### src/rtl/img_pkg.sv
// Shared image geometry and loader state encoding used by the frame loader
// and the display-side zoom engines.
package img_pkg;

  localparam int IMG_WIDTH    = 160;
  localparam int IMG_HEIGHT   = 120;
  localparam int PIX_W        = 8;
  localparam int FRAME_PIXELS = IMG_WIDTH * IMG_HEIGHT;
  localparam int ADDR_W       = $clog2(FRAME_PIXELS);
  localparam int X_W          = $clog2(IMG_WIDTH);
  localparam int Y_W          = $clog2(IMG_HEIGHT);

  typedef enum logic [1:0] {
    IDLE   = 2'd0,
    LOAD   = 2'd1,
    FINISH = 2'd2
  } load_state_t;

endpackage

### src/rtl/raster_addr_counter.sv
// Raster-order position tracker: column, row and linear address advance
// together so the linear address never needs a multiplier.
module raster_addr_counter
  import img_pkg::*;
(
  input  logic              clk,
  input  logic              reset,
  input  logic              clear,
  input  logic              advance,
  output logic [X_W-1:0]    x,
  output logic [Y_W-1:0]    y,
  output logic [ADDR_W-1:0] lin,
  output logic              last
);

  logic x_end;
  logic y_end;

  assign x_end = (x == X_W'(IMG_WIDTH - 1));
  assign y_end = (y == Y_W'(IMG_HEIGHT - 1));
  assign last  = x_end && y_end;

  // Saturate on the final pixel so the counters stay inside the frame.
  always_ff @(posedge clk) begin
    if (reset || clear) begin
      x   <= '0;
      y   <= '0;
      lin <= '0;
    end else if (advance && !last) begin
      lin <= lin + ADDR_W'(1);
      if (x_end) begin
        x <= '0;
        y <= y + Y_W'(1);
      end else begin
        x <= x + X_W'(1);
      end
    end
  end

endmodule

### src/rtl/frame_loader.sv
// Double-buffered framebuffer writer: turns a raster pixel stream into write
// strobes, addresses and coordinates, swapping banks after each full frame.
module frame_loader
  import img_pkg::*;
(
  input  logic             clk,
  input  logic             reset,
  input  logic             start,
  input  logic             abort,
  input  logic [PIX_W-1:0] in_data,
  input  logic             in_valid,
  output logic             in_ready,
  output logic             wr_en,
  output logic [ADDR_W:0]  wr_addr,
  output logic [PIX_W-1:0] wr_data,
  output logic [X_W-1:0]   wr_x,
  output logic [Y_W-1:0]   wr_y,
  output logic             disp_bank,
  output logic             busy,
  output logic             done
);

  load_state_t       state;
  load_state_t       state_next;
  logic              bank;
  logic              accept;
  logic              clear_cnt;
  logic              ready_next;
  logic              busy_next;
  logic              done_next;
  logic              bank_flip;
  logic [X_W-1:0]    cur_x;
  logic [Y_W-1:0]    cur_y;
  logic [ADDR_W-1:0] cur_lin;
  logic              cur_last;

  // A beat offered in the same cycle as abort is dropped.
  assign accept    = in_valid && in_ready && (state == LOAD) && !abort;
  assign disp_bank = ~bank;

  raster_addr_counter u_counter (
    .clk     (clk),
    .reset   (reset),
    .clear   (clear_cnt),
    .advance (accept),
    .x       (cur_x),
    .y       (cur_y),
    .lin     (cur_lin),
    .last    (cur_last)
  );

  always_ff @(posedge clk) begin
    if (reset) begin
      state <= IDLE;
    end else begin
      state <= state_next;
    end
  end

  always_comb begin
    state_next = state;
    case (state)
      IDLE:    if (start && !abort) state_next = LOAD;
      LOAD: begin
        if (abort)                    state_next = IDLE;
        else if (accept && cur_last)  state_next = FINISH;
      end
      FINISH:  state_next = IDLE;
      default: state_next = IDLE;
    endcase
  end

  always_comb begin
    clear_cnt  = (state == IDLE) && start && !abort;
    ready_next = (state_next == LOAD);
    busy_next  = (state_next != IDLE);
    done_next  = (state == FINISH);
    bank_flip  = (state == FINISH);
  end

  // Registered outputs; the write strobe trails the accepted beat by one cycle.
  always_ff @(posedge clk) begin
    if (reset) begin
      in_ready <= 1'b0;
      busy     <= 1'b0;
      done     <= 1'b0;
      bank     <= 1'b0;
      wr_en    <= 1'b0;
      wr_addr  <= '0;
      wr_data  <= '0;
      wr_x     <= '0;
      wr_y     <= '0;
    end else begin
      in_ready <= ready_next;
      busy     <= busy_next;
      done     <= done_next;
      wr_en    <= accept;
      if (bank_flip) begin
        bank <= ~bank;
      end
      if (accept) begin
        wr_addr <= {bank, cur_lin};
        wr_data <= in_data;
        wr_x    <= cur_x;
        wr_y    <= cur_y;
      end
    end
  end

endmodule

### config.mk
export PLATFORM = sky130hd
export DESIGN_NAME = frame_loader
export DESIGN_NICKNAME = d
export VERILOG_FILES = /design/src/rtl/img_pkg.sv /design/src/rtl/raster_addr_counter.sv /design/src/rtl/frame_loader.sv
export SDC_FILE = /design/constraint.sdc
export NUM_CORES = 1
export LEC_CHECK = 0
export CELL_PAD_IN_SITES_DETAIL_PLACEMENT = 1
export CELL_PAD_IN_SITES_GLOBAL_PLACEMENT = 2
export CORE_MARGIN = 4
export CORE_UTILIZATION = 31
export DETAILED_ROUTE_END_ITERATION = 12
export PLACE_DENSITY_LB_ADDON = 0.12
export SYNTH_ARGS = -nofsm -noshare
export SYNTH_HDL_FRONTEND = slang
export SYNTH_SLANG_ARGS = --single-unit
### constraint.sdc
create_clock -name clk -period 2.1 [get_ports clk]
set_clock_uncertainty 0.2 [all_clocks]
set_input_delay 0.21 -clock clk [delete_from_list [all_inputs] [get_ports clk]]
set_output_delay 0.21 -clock clk [all_outputs]
set_load 0.01 [all_outputs]
==> impl_metrics.csv <==
group,metric,value,unit
timing,slew_headroom,60.8,%
placement,place.gp.congestion,0.735,
clock_network,tritoncts,"built",
grt,grt_pass1_vias,3023,
timing,setup_violations,0,
power,p_leak,1.39,nW
worst_setup_path,crit_arrival,2.06,ns
min_path,hold_path.class,"input port to flip-flop",
grt,grt-busiest-layer,"met2",
synthesis,synthFlopType,"dfxtp_1",
floorplanning,fp.dieH,110,µm
layout,fin_nets,471,
clock_network,cts_root_buffer,"clkbuf_8",
detailed_routing,drt_iter0_drc,89,
detailed_routing,avgViaCountPerCell,5.01,
worst_setup_path,critPathRequiredTime,2.17,ns
synthesis,syn_area,3220,µm²
floorplanning,rows,36,
worst_setup_path,r2r_cells,5,
layout,drive_gt1_share,16.1,%
synthesis,yosysUniqueCellTypes,43,
synthesis,yosysTopAreaCell,"dfxtp_1",
status,status,"completed",
synthesis,synth_edf_count,0,
grt,antenna_found_initial,0,
grt,grt_pass1_wl,15200,µm
synthesis,synthCells,376,
synthesis,seq_area_frac_synth,47.3,%
synthesis,synth.area.top_cells,"dfxtp_1, nand2_1, a21oi_1",
min_path,holdPathStages,2,
synthesis,ys.warnings.count,0,
synthesis,synth.most_common_cell,"nand2_1",
floorplanning,pin_count,57,
grt,grt_overflow_total,0,
timing,worst_slack,0.115,ns
grt,use_met1,22.9,%
floorplanning,start_util,32.3,%
synthesis,ys_async_sr_fraction,0,%
detailed_routing,drtPass1Iterations,4,
timing,fmax,0.504,GHz
worst_setup_path,startpoint_type,"flip-flop",
floorplanning,die_x,110,µm
detailed_routing,final_antenna_net_count,0,
detailed_routing,vias,2969,
clock_network,cts_made_buffers,9,
power,peakVddDrop,0.261,mV
placement,dp_hpwl,6170,µm
placement,pre_cts_ws,-0.128,ns
worst_setup_path,critPathKind,"flip-flop to flip-flop",
layout,final_core_util,43.0,%
clock_network,cts.sinks,76,
grt,use_met3,3.46,%
clock_network,clock_latency,0.35,ns
synthesis,synth_common_cells,"nand2_1, dfxtp_1, a21oi_1",
worst_setup_path,crit_fanout,15,
grt,grt.total_usage,16.1,%
synthesis,synth_top_cell_area_share,47.3,%
timing,fin_crit_sh,94.5,%
detailed_routing,post_drt_wl_per_cell,14.9,µm
placement,io_buffer_count,56,
timing,final.setup.tns,0,ns
worst_setup_path,end_kind,"flip-flop",
synthesis,syn_avg_cell_area,8.56,µm²
synthesis,synth_fp_nets,392,
clock_network,clk_pin_slew_worst_paths,0.08,ns
floorplanning,coreArea,9950,µm²
timing,tightestPinTransition,0.588,ns
power,total_power,2.53,mW
timing,slew_viol_final,0,
layout,diodes,0,
grt,grt_max_degree,38,
layout,area_delta_synth_final,33.1,%
grt,met2_usage,23.5,%
run,cap_violations,0,
clock_network,hold_buffers,0,
timing,final_hold_viol_count,0,
detailed_routing,drc,0,
detailed_routing,routed_wl,8850,µm
clock_network,cts.path.max_buffers,2,
synthesis,ys_ff_latch,76,
floorplanning,die-area,12100,µm²
power,p_per_area,590,nW/µm²
timing,period_needed,1.99,ns
clock_network,htree_num_levels,3,
-- sequential cells by signal, summed over array words and instances (netlist names) --
name           count
u_counter.y        7
state              2
in_ready           1
wr_addr           16
wr_y               7
u_counter.lin     15
u_counter.x        8
busy               1
done               1
wr_data            8
bank               1
wr_en              1
wr_x               8
-- through the flow --
stage                     cell area [µm²]  hold WS, ns  cells
final                                4280        0.154    593
after global routing                 4280        0.190    593
after CTS                            4270        0.143    592
after detailed placement             4100        0.248    576
after global placement               4100        0.241    576
after floorplan                      3220        0.113    376
-- worst max-delay path: stages (launching register included) --
cell and delay (ns):
dfxtp_1 0.36, and4bb_2 0.36, nand2_2 0.09, buf_4 0.21, or4_1 0.51, a21oi_1 0.17
-- final cells by class --
cell class / instances / area (µm²)
fillers: 1180 / 5670
multi-input cells: 270 / 1540
flip-flops and latches: 76 / 1520
repair buffers: 92 / 863
well taps: 133 / 166
clock buffers: 10 / 128
clock inverters: 6 / 41.3
inverters: 6 / 22.5
-- cells in the final DEF (no fill, tap or decap), types with 2 or more instances in the layout --
cell,n
o21ai_2,2
and2_1,2
o21a_1,2
a21oi_1,55
nand2_1,87
o311ai_1,2
o21ai_0,3
buf_12,3
or3_1,9
nand4_1,10
buf_4,33
ha_1,3
clkinvlp_4,3
inv_1,6
clkinv_2,2
nand3_1,9
dfxtp_1,75
clkbuf_8,9
nor2_1,8
o21ai_1,5
or4_1,16
clkdlybuf4s50_1,55
and3_1,3
o31ai_1,16
o41ai_1,2
and4_1,4
a21oi_2,9
nor2b_1,3
-- worst paths after layout --
path	start	end	slack [ns]
setup / recovery	state[1]$_SDFF_PP0_	u_counter.lin[8]$_SDFFE_PP0P_	0.11
hold / removal	reset	wr_en$_SDFF_PP0_	0.15
setup reg to reg	state[1]$_SDFF_PP0_	u_counter.lin[8]$_SDFFE_PP0P_	0.11
hold reg to reg	wr_addr[4]$_SDFFE_PP0P_	wr_addr[4]$_SDFFE_PP0P_	0.26
-- layer usage --
metal | vias to the layer above | share of wire, %
li1 | 1500 | -
met1 | 1401 | 52
met2 | 58 | 42
met3 | 10 | 4.6
met4 | 0 | 1.5
met5 | - | 0
-- cells by family (layout without fill, tap and decap cells) --
family,Yosys count,count (layout),share of synthesized area (%)
AO/OA/AOI/OAI,98,98,18.6
XOR/XNOR,2,2,0.545
adder cells (fa/ha/maj),3,3,1.17
buffers and inverters,30,114,5.13
flip-flops,76,76,47.3
multiplexers,2,2,0.661
AND/OR/NAND/NOR,165,165,26.6
-- power by group --
part / switching [mW] / total, mW / internal (mW) / leakage [nW]
combinational: 0.0494 / 0.0927 / 0.0432 / 0.695
sequential: 0.00402 / 1.45 / 1.44 / 0.613
clock: 0.560 / 0.987 / 0.427 / 0.0783
total: 0.614 / 2.53 / 1.91 / 1.39
-- repair_timing --
| action | CTS | global route |
|---|---|---|
| setup buffers | 0 | 1 |
| endpoints found under the setup margin | 0 | 16 |
| resized for setup | 0 | 5 |
No activity file was read; power rests on OpenSTA's default activity.
